### config.mk
export PLATFORM = sky130hd
export DESIGN_NAME = booth_mul_seq_flat
export DESIGN_NICKNAME = d
export VERILOG_FILES = /design/src/rtl/booth_pkg.sv /design/src/rtl/booth_mul_seq_if.sv /design/src/rtl/booth_r4_recode.sv /design/src/rtl/booth_mul_seq.sv /design/src/flat_wrapper.sv
export SDC_FILE = /design/constraint.sdc
export NUM_CORES = 1
export LEC_CHECK = 0
export BUFFER_PORTS_ARGS = -buffer_cell sky130_fd_sc_hd__buf_2
export CAP_MARGIN = 15
export CORE_UTILIZATION = 60
export DETAILED_ROUTE_END_ITERATION = 8
export GPL_ROUTABILITY_DRIVEN = 1
export PLACE_DENSITY = 0.77
export RECOVER_POWER = 25
export SETUP_SLACK_MARGIN = 0.3
export SLEW_MARGIN = 20
export SYNTH_ARGS = -nofsm -noshare
export SYNTH_HDL_FRONTEND = slang
export SYNTH_SLANG_ARGS = --single-unit
### constraint.sdc
create_clock -name clk -period 7.2 [get_ports clk]
set_clock_uncertainty 0.2 [all_clocks]
set_input_delay 1.8 -clock clk [delete_from_list [all_inputs] [get_ports clk]]
set_output_delay 1.8 -clock clk [all_outputs]
set_load 0.1 [all_outputs]
### src/rtl/booth_pkg.sv
// Shared types and constants for the radix-4 Booth multiplier sequencer.
//   state_t  : sequencer states (IDLE, RUN, DONE)
//   digit_t  : 3-bit signed Booth digit select (ZERO, POS1, POS2, NEG1, NEG2)
//   DEF_WIDTH: default operand width
package booth_pkg;

    localparam int DEF_WIDTH = 32;

    typedef enum logic [1:0] {
        IDLE,
        RUN,
        DONE
    } state_t;

    // Encoding is the two's-complement value of the digit.
    typedef enum logic [2:0] {
        ZERO = 3'b000,
        POS1 = 3'b001,
        POS2 = 3'b010,
        NEG2 = 3'b110,
        NEG1 = 3'b111
    } digit_t;

endpackage

### src/rtl/booth_mul_seq_if.sv
// Handshake/data bundle between the control unit and booth_mul_seq.
//   start      : request pulse (control unit -> multiplier)
//   a_in, b_in : signed operands, captured on accepted start
//   busy       : high while iterating
//   done       : one-cycle pulse, product valid
//   hi_out     : upper half of the product
//   lo_out     : lower half of the product
// Modports: master = control unit side, slave = multiplier side.
interface booth_mul_seq_if #(
    parameter int WIDTH = booth_pkg::DEF_WIDTH
);
    logic             start;
    logic [WIDTH-1:0] a_in;
    logic [WIDTH-1:0] b_in;
    logic             busy;
    logic             done;
    logic [WIDTH-1:0] hi_out;
    logic [WIDTH-1:0] lo_out;

    modport master (
        output start, a_in, b_in,
        input  busy, done, hi_out, lo_out
    );

    modport slave (
        input  start, a_in, b_in,
        output busy, done, hi_out, lo_out
    );
endinterface

### src/rtl/booth_r4_recode.sv
// Radix-4 Booth recoder and partial-product generator (combinational).
//   trip : {b[2c+1], b[2c], b[2c-1]} multiplier triplet
//   a    : latched multiplicand (signed)
//   pp   : digit * a as a 2*WIDTH-bit two's-complement value (unshifted)
module booth_r4_recode
    import booth_pkg::*;
#(
    parameter int WIDTH = DEF_WIDTH
) (
    input  logic [2:0]         trip,
    input  logic [WIDTH-1:0]   a,
    output logic [2*WIDTH-1:0] pp
);

    digit_t             dig;
    logic [2*WIDTH-1:0] a_ext;

    always_comb begin
        dig = ZERO;
        case (trip)
            3'b000, 3'b111: dig = ZERO;
            3'b001, 3'b010: dig = POS1;
            3'b011:         dig = POS2;
            3'b100:         dig = NEG2;
            default:        dig = NEG1;
        endcase
    end

    // Widen before negating/doubling so the most-negative a stays exact.
    assign a_ext = {{WIDTH{a[WIDTH-1]}}, a};

    always_comb begin
        pp = '0;
        case (dig)
            POS1:    pp = a_ext;
            POS2:    pp = a_ext << 1;
            NEG1:    pp = -a_ext;
            NEG2:    pp = -(a_ext << 1);
            default: pp = '0;
        endcase
    end

endmodule

### src/rtl/booth_mul_seq.sv
// Multi-cycle radix-4 Booth multiplier sequencer (one Booth digit per clock).
//   clk : rising-edge clock
//   clr : synchronous active-high reset, highest priority
//   bus : booth_mul_seq_if.slave (start, a_in, b_in, busy, done, hi_out, lo_out)
// Optional: define BOOTH_EARLY_TERM_EN to finish as soon as the remaining
// multiplier bits are all equal (remaining digits zero). Product is identical.
module booth_mul_seq
    import booth_pkg::*;
#(
    parameter int WIDTH = DEF_WIDTH
) (
    input  logic            clk,
    input  logic            clr,
    booth_mul_seq_if.slave  bus
);

    localparam int ITER = WIDTH / 2;
    localparam int CW   = (ITER > 1) ? $clog2(ITER) : 1;

    state_t             state, state_nxt;
    logic [WIDTH-1:0]   a_q;
    // Multiplier with the implicit b[-1]=0 appended; shifted right by two
    // (sign filled) each iteration so the current triplet is always [2:0].
    logic [WIDTH:0]     b_sh;
    logic [2*WIDTH-1:0] acc;
    logic [2*WIDTH-1:0] pp;
    logic [2*WIDTH-1:0] acc_sum;
    logic [CW-1:0]      count;
    logic [WIDTH-1:0]   hi_q, lo_q;
    logic               last;
    logic               accept;

    booth_r4_recode #(.WIDTH(WIDTH)) u_recode (
        .trip (b_sh[2:0]),
        .a    (a_q),
        .pp   (pp)
    );

    assign acc_sum = acc + (pp << {count, 1'b0});

`ifdef BOOTH_EARLY_TERM_EN
    // b_sh[WIDTH:2] holds the not-yet-consumed bits (plus sign fill).
    assign last = (count == CW'(ITER - 1)) || (&b_sh[WIDTH:2]) || ~(|b_sh[WIDTH:2]);
`else
    assign last = (count == CW'(ITER - 1));
`endif

    assign accept = bus.start && (state == IDLE || state == DONE);

    always_comb begin
        state_nxt = state;
        case (state)
            IDLE:    if (bus.start) state_nxt = RUN;
            RUN:     if (last) state_nxt = DONE;
            DONE:    state_nxt = bus.start ? RUN : IDLE;
            default: state_nxt = IDLE;
        endcase
    end

    always_ff @(posedge clk) begin
        if (clr) begin
            state <= IDLE;
            a_q   <= '0;
            b_sh  <= '0;
            acc   <= '0;
            count <= '0;
            hi_q  <= '0;
            lo_q  <= '0;
        end else begin
            state <= state_nxt;
            if (accept) begin
                a_q   <= bus.a_in;
                b_sh  <= {bus.b_in, 1'b0};
                acc   <= '0;
                count <= '0;
            end else if (state == RUN) begin
                acc   <= acc_sum;
                b_sh  <= {{2{b_sh[WIDTH]}}, b_sh[WIDTH:2]};
                count <= count + 1'b1;
                if (last) begin
                    hi_q <= acc_sum[2*WIDTH-1:WIDTH];
                    lo_q <= acc_sum[WIDTH-1:0];
                end
            end
        end
    end

    assign bus.busy   = (state == RUN);
    assign bus.done   = (state == DONE);
    assign bus.hi_out = hi_q;
    assign bus.lo_out = lo_q;

endmodule

### src/flat_wrapper.sv
// flat-port wrapper written by rule: the top's interface ports become plain ports
module booth_mul_seq_flat import booth_pkg::*;
#(
    parameter int WIDTH = DEF_WIDTH
)
  (clk, clr, bus_start, bus_a_in, bus_b_in, bus_busy, bus_done, bus_hi_out, bus_lo_out);
  booth_mul_seq_if #(.WIDTH(WIDTH)) bus_i ();
  input  logic clk;
  input  logic clr;
  input wire logic [$bits(bus_i.start)-1:0] bus_start;
  input wire logic [$bits(bus_i.a_in)-1:0] bus_a_in;
  input wire logic [$bits(bus_i.b_in)-1:0] bus_b_in;
  output wire logic [$bits(bus_i.busy)-1:0] bus_busy;
  output wire logic [$bits(bus_i.done)-1:0] bus_done;
  output wire logic [$bits(bus_i.hi_out)-1:0] bus_hi_out;
  output wire logic [$bits(bus_i.lo_out)-1:0] bus_lo_out;
  assign bus_i.start = bus_start;
  assign bus_i.a_in = bus_a_in;
  assign bus_i.b_in = bus_b_in;
  assign bus_busy = bus_i.busy;
  assign bus_done = bus_i.done;
  assign bus_hi_out = bus_i.hi_out;
  assign bus_lo_out = bus_i.lo_out;
  booth_mul_seq #(.WIDTH(WIDTH)) u_core (.clk(clk), .clr(clr), .bus(bus_i));
endmodule
# Yosys cells after proc, flatten, opt, wreduce, memory -nomap -nowiden
# Index checks and enable logic that the tools add are counted.
# totals
register_bits,199
input_bits,67
output_inout_bits,66
wordCells,47
# op_classes
n_addsub,4
eq_ne,14
n_shift,1
n_mux,8
bitwise_logic,1
n_reduce_logical,10
# ops
op,count
$pmux 64 s4,1
$neg 64->64,2
$add 64x64->64,1
$shl 64x5->64,1
$mux 33,1
$mux 32,1
$eq 3x3->1 const B,4
$pmux 3 s4,1
$eq 3x2->1 const B,3
$eq 3x1->1 const B,2
$pmux 2 s3,1
$reduce_or 2->1,3
$add 4x1->4 const B,1
$eq 4x4->1 const B,1
$mux 2,2
$logic_not 3->1,1
$reduce_and 3->1,1
$eq 2x1->1 const B,1
$eq 2x2->1 const B,1
$logic_not 2->1,1
$ne 2x1->1 const B,1
$ne 2x2->1 const B,1
$reduce_and 2->1,1
$reduce_bool 2->1,1
4 further kinds,4

# Longest topological paths before layout
# Gate-level depths: netlist of run 1.
# logic_depth
word_depth,7
mapped_depth,26
mapped_depth_nobuf,23

# Hierarchy
# Synthesis of run 1 repeated with hierarchy kept, for this count alone.
# unflattened
cells_unflattened,2160
area_unflattened_um2,16047.9
# by_module_without_submodules
mod,n_inst,cells_per_inst,area_each_um2,seq_area_each_um2
booth_mul_seq,1,1820,13715.7,3983.8
booth_r4_recode,1,340,2332.2,0.0

# Worst setup path before layout of run 1
# OpenSTA, ideal clock, no wires.
# synth_path
path_type,reg2reg
start,register u_core.a_q[8]
end,register u_core.acc[63]
setup_ns,0.074
t_arrival_ns,5.522
required_ns,6.926
slack_ns,1.404
path_stages_with_launch,25
path_cell_list,dfxtp_1 > buf_6 > or4_4 > or4_1 > buf_2 > or3_1 > and4_1 > o41ai_2 > mux2_1 > mux2i_1 > nand2_1 > o21ai_1 > mux2_2 > ha_1 > clkbuf_1 > nand4_1 > nor4_1 > o21ai_0 > o21ai_0 > a41o_1 > nand2_1 > o21ai_0 > a21oi_1 > or3b_2 > a31oi_1
# synth_between
elab_chain_len,4
# synth_lines
item,line,source
"start, declared",booth_mul_seq.sv:21,logic [WIDTH-1:0] a_q;
"start signal, assigned",booth_mul_seq.sv:72,a_q <= bus.a_in;
"$neg 64->64, on equally long branches","booth_r4_recode.sv:37, booth_r4_recode.sv:38",
$pmux 64 s4 (*),booth_r4_recode.sv:34,case (dig)
$shl 64x5->64 (*),booth_mul_seq.sv:39,"assign acc_sum = acc + (pp << {count, 1'b0});"
$add 64x64->64 (*),booth_mul_seq.sv:39,
"end signal, assigned",booth_mul_seq.sv:77,acc <= acc_sum;
"end, declared",booth_mul_seq.sv:25,logic [2*WIDTH-1:0] acc;
# Mark *: on every way between the ends. The rest lies on a longest branch, timed or not.
# A chain may end at the register's enable or synchronous reset.

# Worst setup path in the final report of run 1
# layout_path
start,register u_core.a_q[3]
end,register u_core.acc[63]
# layout_between
elab_chain_len,4
# layout_lines
item,line
"$neg 64->64, on equally long branches","booth_r4_recode.sv:38, booth_r4_recode.sv:37"
$pmux 64 s4 (*),booth_r4_recode.sv:34
$shl 64x5->64 (*),booth_mul_seq.sv:39
$add 64x64->64 (*),booth_mul_seq.sv:39
# Marked as above.

==> metrics.log, run 1 <==
INFO  metric n_fill_cell = ~2200
INFO  metric die_y = 160 microns
INFO  metric min_period_over_period = 0.917
INFO  metric async_s_r_ff_share_synth = 0
INFO  metric postSynthNetCount = 2262
INFO  metric postLayoutSetupSlackWorst = between 0.5 and 0.6 ns
INFO  metric nets = 2277
INFO  metric tritoncts = done
INFO  metric path_cells = or4_1, nor2_2, nand4_1, xor2_1, a221o_1, a21oi_1, a21oi_1, a221oi_1, mux2i_1, mux2_2, ha_1, nand4_1, nor4_4, o21ai_0, o21ai_0, a41o_2, nand2_1, o21ai_1, a21oi_1, or3b_2, a31oi_1
INFO  metric final_antenna_net_count = 0
INFO  metric syn_inst = about 2100
INFO  metric clock_tree.root_cell = sky130_fd_sc_hd__clkbuf_16
INFO  metric drive_gt1_frac = 0.128
INFO  metric cts-buffers-inserted = 17
INFO  metric grt_pass1_vias = 14500
INFO  metric synth.avg_cell_area = ~7 sq um
INFO  metric dpl.cell_count = 2446
INFO  metric reg2reg_depth = 21
INFO  metric setup_viol = 0
INFO  metric ctsHtreeMaxLevel = 4
INFO  metric grt_start_max_net_pins = 95
INFO  metric port-buffer-count = ~130
INFO  metric p_leak = between 6 and 7 nW
INFO  metric synth_ff_type = sky130_fd_sc_hd__dfxtp_1
INFO  metric layout.cells.most_common = sky130_fd_sc_hd__nand2_1
INFO  metric synth-warning-count = 0
INFO  metric cpPeakStageDelay = between 0.6 and 0.7 ns
INFO  metric cts_max_path_buffers = 2
INFO  metric vdd_drop_max = 162 uV
INFO  metric yosys_register_bits = approximately 200
INFO  metric critical_path.top_delay_family = simple AND/OR/NAND/NOR gates
INFO  metric hold_buffer_count_at_cts = 0
INFO  metric syn-cell-area = between 0.015 and 0.02 sq mm
INFO  metric firstDrtPassIters = 5
INFO  metric finalWorstPathRequiredPeriod = 6.61 ns
INFO  metric number_of_hold_violations_in_the_final_report = 0
INFO  metric worst-slew-pin-transition = about 2.7 ns
INFO  metric relative_slew_margins = -0.827
INFO  metric final_max_slew_viol_count = 67
INFO  metric preCtsSetupSlack = between 0.2 and 0.25 ns
INFO  metric grt_overflow = 0
INFO  metric synth_seq_area_share = 0.265
INFO  metric initial_utilization = 0.614
INFO  metric initial_antenna_violation_count = 1
INFO  metric fp-row-count = 57
INFO  metric cp_num_cells = 21
INFO  metric insertion_delay = approximately 0.46 ns
INFO  metric dieWidth = about 160 microns
INFO  metric insertedDiodeCount = 0
INFO  metric timing.fmax = 151 MHz
INFO  metric grt_first_pass_wirelength = ~77000 microns
INFO  metric worst_setup_path_start_kind = flop
INFO  metric num_vias = between 15000 and 20000
INFO  metric total_global_route_track_usage = 0.367
INFO  metric finish.cell_count_without_fillers = about 2500
INFO  metric grt_setup_unrepaired = yes
INFO  metric syn_to_final_growth = 9.65%
INFO  metric path_buf_inv = 0
INFO  metric cts_sinks = 199
INFO  metric viasPerCell = 6.43
INFO  metric worstSetupEndpointType = flop
INFO  metric timing.critical_path.slowest_stage_cell = sky130_fd_sc_hd__or4_1
INFO  metric critPathMaxFanout = 11
INFO  metric design.portCount = around 130
INFO  metric count_of_flip_flops_with_a_built_in_enable_after_synthesis = 0
INFO  metric drc = 0
INFO  metric worst-endpoint-required = 7.35 ns
INFO  metric floorplan_core_area = about 0.024 sq mm
INFO  metric synth_cell_types = 82
INFO  metric cell_pwr_density = 181 mW/mm^2
INFO  metric place_congestion = about 1.0
INFO  metric dr.first_iter.drc_count = between 1500 and 2000
INFO  metric hold_path_depth = 2
INFO  metric hpwl = ~35000 microns
INFO  metric hold_path.class = reg -> reg
INFO  metric die_area = 0.0257 sq mm
INFO  metric cap_viol_max_count = 1
INFO  metric critPathArrivalTime = around 6.8 ns
INFO  metric run_status = complete, but fails checks
INFO  metric finalCoreUtilization = 0.673
INFO  metric totalWireLength = roughly 48000 microns
INFO  metric most_frequent_cells_in_the_layout = sky130_fd_sc_hd__nand2_1 (417), sky130_fd_sc_hd__a21oi_1 (288), sky130_fd_sc_hd__dfxtp_1 (198)
INFO  metric path_clk_slew = roughly 0.09 ns
INFO  metric violations = max-capacitance violations, max-slew violations
INFO  metric routed_wire_length_per_instance = just under 20 microns
INFO  metric crit_path_frequent_cell = sky130_fd_sc_hd__a21oi_1
INFO  metric finalSetupTns = 0 ns
INFO  metric setup.worst_path.class = reg -> reg
INFO  metric design_power_total = 2.99 mW
repair_timing:
action | CTS | global route
endpoints found under the setup margin | 4 | 32
pin swaps | 0 | 1
buffers inserted | 0 | 2
gates resized for setup | 3 | 17
final timing paths:
kind                         from                   end  slack, ns
max                 u_core.a_q[3]        u_core.acc[63]       0.59
min          u_core.bus.lo_out[1]  u_core.bus.lo_out[1]       0.25
max reg2reg         u_core.a_q[3]        u_core.acc[63]       0.59
min reg2reg  u_core.bus.lo_out[1]  u_core.bus.lo_out[1]       0.25
registers in the layout, summed over array words and instances (netlist names):
name / count
u_core.a_q: 32
u_core.count: 4
u_core.b_sh: 33
u_core.state: 2
u_core.bus.hi_out: 32
u_core.acc: 64
u_core.bus.lo_out: 32
synthesized netlist by cell type, types with 7 or more instances:
library cell	count	area (sq um)
sky130_fd_sc_hd__or4_1	14	105
sky130_fd_sc_hd__a21o_1	36	270
sky130_fd_sc_hd__o21a_1	10	75.1
sky130_fd_sc_hd__dfxtp_1	199	3980
sky130_fd_sc_hd__a31oi_1	31	194
sky130_fd_sc_hd__xnor2_1	53	464
sky130_fd_sc_hd__nand3_1	65	325
sky130_fd_sc_hd__inv_1	29	109
sky130_fd_sc_hd__a221oi_1	14	123
sky130_fd_sc_hd__xor2_1	31	272
sky130_fd_sc_hd__or3_1	9	56.3
sky130_fd_sc_hd__nand2b_1	13	81.3
sky130_fd_sc_hd__o22ai_1	10	62.6
sky130_fd_sc_hd__a22oi_1	31	233
sky130_fd_sc_hd__a221o_1	9	90.1
sky130_fd_sc_hd__a21oi_1	288	1440
sky130_fd_sc_hd__buf_1	16	60.1
sky130_fd_sc_hd__o31ai_1	10	75.1
sky130_fd_sc_hd__mux2i_1	55	551
sky130_fd_sc_hd__and3_1	9	56.3
sky130_fd_sc_hd__o31a_1	7	61.3
sky130_fd_sc_hd__o211ai_1	15	113
sky130_fd_sc_hd__nor4_1	18	113
sky130_fd_sc_hd__mux2_2	22	248
sky130_fd_sc_hd__ha_1	66	826
sky130_fd_sc_hd__and2_1	9	56.3
sky130_fd_sc_hd__nand4_1	25	156
sky130_fd_sc_hd__a211oi_1	19	143
sky130_fd_sc_hd__nor3_1	39	195
sky130_fd_sc_hd__o21ai_0	116	581
sky130_fd_sc_hd__nor2_1	150	563
sky130_fd_sc_hd__clkbuf_1	158	593
sky130_fd_sc_hd__o21bai_1	9	67.6
sky130_fd_sc_hd__nand2_1	419	1570
sky130_fd_sc_hd__nor2b_1	13	81.3
worst register-to-register path, cell delays in order (launching register included):
cell and delay [ns]:
sky130_fd_sc_hd__dfxtp_1 0.43, sky130_fd_sc_hd__or4_1 0.67, sky130_fd_sc_hd__nor2_2 0.41, sky130_fd_sc_hd__nand4_1 0.16
sky130_fd_sc_hd__xor2_1 0.19, sky130_fd_sc_hd__a221o_1 0.40, sky130_fd_sc_hd__a21oi_1 0.14, sky130_fd_sc_hd__a21oi_1 0.08
sky130_fd_sc_hd__a221oi_1 0.52, sky130_fd_sc_hd__mux2i_1 0.20, sky130_fd_sc_hd__mux2_2 0.31, sky130_fd_sc_hd__ha_1 0.41
sky130_fd_sc_hd__nand4_1 0.24, sky130_fd_sc_hd__nor4_4 0.40, sky130_fd_sc_hd__o21ai_0 0.13, sky130_fd_sc_hd__o21ai_0 0.18
sky130_fd_sc_hd__a41o_2 0.22, sky130_fd_sc_hd__nand2_1 0.07, sky130_fd_sc_hd__o21ai_1 0.30, sky130_fd_sc_hd__a21oi_1 0.19
sky130_fd_sc_hd__or3b_2 0.50, sky130_fd_sc_hd__a31oi_1 0.16
metrics by stage:
stage | hold WS [ns] | area (sq um)
2_1_floorplan | 0.236 | 15000
3_5_place_dp | 0.243 | 15800
6_report | 0.254 | 16500
4_1_cts | 0.255 | 16400
3_3_place_gp | 0.239 | 15800
5_1_grt | 0.268 | 16500
area by class of cell:
| cell class | instances | area [sq um] | area share |
|---|---|---|---|
| inverter | 31 | 116 | 0.00706 |
| timing repair buffer | 178 | 1000 | 0.0609 |
| clock inverter | 15 | 194 | 0.0118 |
| sequential | 199 | 3990 | 0.242 |
| clock buffer | 17 | 425 | 0.0258 |
| tap | 324 | 405 | 0.0246 |
| multi-input combinational | 1716 | 10300 | 0.628 |
cell families after synthesis:
family          synth area share
flops                      0.265
xor+xnor                  0.0490
fa+ha+maj                 0.0563
mux                       0.0601
simple gates               0.238
buf+inv                   0.0543
compound gates             0.277
routing by layer:
metal  up-vias  GRT usage  wire length [microns]
li1       7684          -                      -
met1      7411      0.502                  21100
met2       747      0.585                  21600
met3       112     0.0595                   3870
met4         2      0.122                   1360
met5         -          0                     10
where the power goes:
part           total (mW)  switching [mW]  internal (mW)
Clock                1.02           0.542          0.478
Combinational       0.784           0.514          0.271
Sequential           1.18          0.0478           1.14
No activity file was read; power rests on OpenSTA's default activity.
==> inputs of run 2 (changes only) <==
--- a/config.mk
+++ b/config.mk
@@ -7,6 +7,7 @@
 export LEC_CHECK = 0
 export BUFFER_PORTS_ARGS = -buffer_cell sky130_fd_sc_hd__buf_2
 export CAP_MARGIN = 15
+export CORE_MARGIN = 4
 export CORE_UTILIZATION = 60
 export DETAILED_ROUTE_END_ITERATION = 8
 export GPL_ROUTABILITY_DRIVEN = 1
==> run 2 against run 1 <==
The flow still finishes with violations (max-capacitance violations, max-slew violations). Sequential power hardly changed. Combinational power hardly changed. Total power is 0.33% higher. Via count is 0.12% higher. Critical path type unchanged. Critical endpoint is now u_core.acc[52]. Highest routed layer is now met4.
==> metrics.log, run 2 (synthesis gave the netlist of run 1 again) <==
INFO  metric run_status = complete, but fails checks
INFO  metric violations = max-capacitance violations, max-slew violations
INFO  metric layout.cells.most_common = sky130_fd_sc_hd__nand2_1
INFO  metric setup.worst_path.class = reg -> reg
INFO  metric critPathMaxFanout = 10 (-1)
INFO  metric largest_register_ff_count = 64 (unchanged)
INFO  metric relative_slew_margins = -0.815 (+0.0112)
INFO  metric cap_viol_max_count = 1 (unchanged)
INFO  metric floorplan_core_area = 0.0245 sq mm (unchanged)
INFO  metric setup_viol = 0 (unchanged)
INFO  metric design_power_total = 3.00 mW (+0.33%)
INFO  metric p_leak = 6.72 nW (+0.18%)
INFO  metric dr.first_iter.drc_count = 1749 (+7.5%)
INFO  metric cts_max_path_buffers = 2 (unchanged)
INFO  metric final_antenna_net_count = 0 (unchanged)
INFO  metric path_buf_inv = 1 (+1)
INFO  metric insertion_delay = 0.46 ns (about the same)
INFO  metric r2r_end = u_core.acc[52]
INFO  metric critPathArrivalTime = 6.69 ns (-0.07 ns)
INFO  metric cts_sinks = 199 (unchanged)
INFO  metric fin_area = 0.0165 sq mm (about the same)
INFO  metric setup.worst_path.start = u_core.a_q[8]
INFO  metric die_y = 166 microns (+3.7%)
INFO  metric finalCoreUtilization = 0.674 (about the same)
INFO  metric cp_num_cells = 22 (+4.8%)
INFO  metric postLayoutSetupSlackWorst = 0.667 ns (+0.0732 ns)
INFO  metric finalWorstPathRequiredPeriod = 6.53 ns (-0.0732 ns)
INFO  metric firstDrtPassIters = 8 (+3)
INFO  metric grt_overflow = 0 (unchanged)
INFO  metric comb_power_share = 0.261 (-0.002)
INFO  metric reg_top3 = u_core.acc x64, u_core.b_sh x33
INFO  metric dpl.cell_count = 2446 (unchanged)
INFO  metric share_seq_of_total_power = 0.394 (-0.002)
INFO  metric hpwl = 34900 microns (+1.1%)
INFO  metric timing.critical_path.slowest_stage_cell = sky130_fd_sc_hd__or4_4
INFO  metric path_clk_slew = 0.09 ns (about the same)
INFO  metric worst-slew-pin-transition = 2.72 ns (-0.0168 ns)
INFO  metric r2r_slack = 0.67 ns (+0.07 ns)
INFO  metric cpPeakStageDelay = 0.61 ns (-0.06 ns)
INFO  metric internal_power = 1.90 mW (+0.65%)
INFO  metric drc = 0 (unchanged)
INFO  metric reg2reg_from = u_core.a_q[8]
INFO  metric critical_path.top_delay_family = simple AND/OR/NAND/NOR gates
INFO  metric finalSetupTns = 0 ns (unchanged)
INFO  metric finish.cell_count_without_fillers = 2479 (-0.040%)
INFO  metric fp-row-count = 57 (unchanged)
INFO  metric viasPerCell = 6.44 (+0.16%)
INFO  metric critical_path.endpoint = u_core.acc[52]
INFO  metric ctsHtreeMaxLevel = 4 (unchanged)
INFO  metric grt_pass1_vias = 14500 (+0.17%)
INFO  metric die_area = 0.0276 sq mm (+7.6%)
INFO  metric insertedDiodeCount = 0 (unchanged)
INFO  metric dieWidth = 166 microns (+3.7%)
INFO  metric design.portCount = 133 (unchanged)
INFO  metric largest_register = u_core.acc
INFO  metric vdd_drop_max = 161 uV (-0.19%)
INFO  metric initial_utilization = 0.614 (unchanged)
INFO  metric initial_antenna_violation_count = 0 (-1)
INFO  metric routed_wire_length_per_instance = 19.5 microns (+0.61%)
INFO  metric reg2reg_depth = 22 (+4.8%)
INFO  metric total_global_route_track_usage = 0.329 (-0.0383)
INFO  metric nets = 2276 (-0.044%)
INFO  metric port-buffer-count = 132 (unchanged)
INFO  metric min_period_over_period = 0.907 (-0.0102)
INFO  metric cts-buffers-inserted = 17 (unchanged)
INFO  metric hold_path.class = reg -> reg
INFO  metric drive_gt1_frac = 0.129 (+0.000987)
INFO  metric number_of_hold_violations_in_the_final_report = 0 (unchanged)
INFO  metric postPlaceCellArea = 0.0158 sq mm (about the same)
INFO  metric p_clk_frac = 0.345 (+0.004)
INFO  metric power.share.switching = 0.368 (-0.00197)
INFO  metric clock_tree.root_cell = sky130_fd_sc_hd__clkbuf_16
INFO  metric hold-worst-slack = 0.256 ns (+0.00194 ns)
INFO  metric grt_setup_unrepaired = no
INFO  metric grt_start_max_net_pins = 72 (-24%)
INFO  metric preCtsSetupSlack = 0.106 ns (-0.110 ns)
INFO  metric num_vias = 16000 (+0.12%)
INFO  metric power_switching = 1.10 mW (-0.20%)
INFO  metric totalWireLength = 48200 microns (+0.57%)
INFO  metric syn_to_final_growth = 9.74% (about the same)
INFO  metric path_cells = or4_4, or4_4, or3_1, and4_1, o41ai_2, mux2_1, mux2i_1, nand2_1, o21ai_1, mux2_2, ha_1, nand3_1, nor2_1, nand4_1, a2111oi_2, buf_4, nor3_1, o31a_1, o21ai_0, xor2_1, nand2_1, a21oi_1
INFO  metric final_max_slew_viol_count = 67 (unchanged)
INFO  metric most_frequent_cells_in_the_layout = sky130_fd_sc_hd__nand2_1 (417), sky130_fd_sc_hd__a21oi_1 (287), sky130_fd_sc_hd__dfxtp_1 (197)
INFO  metric worst_setup_path_start_kind = flop
INFO  metric place_congestion = 1.01 (+1.1%)
INFO  metric tritoncts = done
INFO  metric timing.fmax = 153 MHz (+1.1%)
INFO  metric worstSetupEndpointType = flop
INFO  metric grt_first_pass_wirelength = 76800 microns (about the same)
INFO  metric worst-endpoint-required = 7.36 ns (about the same)
INFO  metric cell_pwr_density = 182 mW/mm^2 (+0.26%)
run 2: per-layer routing:
metal | routed length, microns | global-route usage | share of wire
met2 | 22400 | 0.541 | 0.46
met3 | 3760 | 0.0488 | 0.078
met1 | 20900 | 0.451 | 0.43
met4 | 1180 | 0.0936 | 0.025
met5 | 0 | 0 | 0
run 2: worst min-delay path by stage:
stage,slack [ns],cells past startpoint,start,endpoint
detailed placement,0.24,2,u_core.bus.lo_out[19],u_core.bus.lo_out[19]
finish,0.26,2,u_core.bus.lo_out[19],u_core.bus.lo_out[19]
global route,0.28,2,u_core.bus.lo_out[19],u_core.bus.lo_out[19]
CTS,0.26,2,u_core.bus.lo_out[25],u_core.bus.lo_out[25]
global placement,0.24,2,u_core.bus.hi_out[7],u_core.bus.hi_out[7]
floorplan,0.24,2,u_core.acc[48],u_core.acc[48]
run 2: worst min-delay path, delay by kind of cell, from the launching register on:
family	cells	cell delay [ns]
AOI/OAI and AO/OA	1	0.05
and+or+nand+nor	1	0.05
DFF	1	0.32
run 2: cell type report:
class | instances | area [sq um]
multi-input cells | 1716 | 10300
fillers | 2165 | 7980
flip-flops and latches | 199 | 3990
repair buffers | 177 | 1010
clock buffers | 18 | 439
well taps | 324 | 405
clock inverters | 14 | 185
inverters | 31 | 116
run 2: power groups by stage:
stage,clock network (mW),registers [mW],logic [mW]
global route,1.09,1.19,0.850
detailed placement,0,1.21,0.751
CTS,1.04,1.18,0.756
finish,1.03,1.18,0.783
global placement,0,1.20,0.744
floorplan,0,1.18,0.567
run 2: what timing repair did:
| item | CTS | global route |
|---|---|---|
| hold buffers | 0 | 0 |
| gates cloned | 0 | 0 |
| gates resized for setup | 3 | 21 |
| setup buffers | 0 | 1 |
| endpoints found under the setup margin | 4 | 37 |
| pin swaps | 0 | 1 |
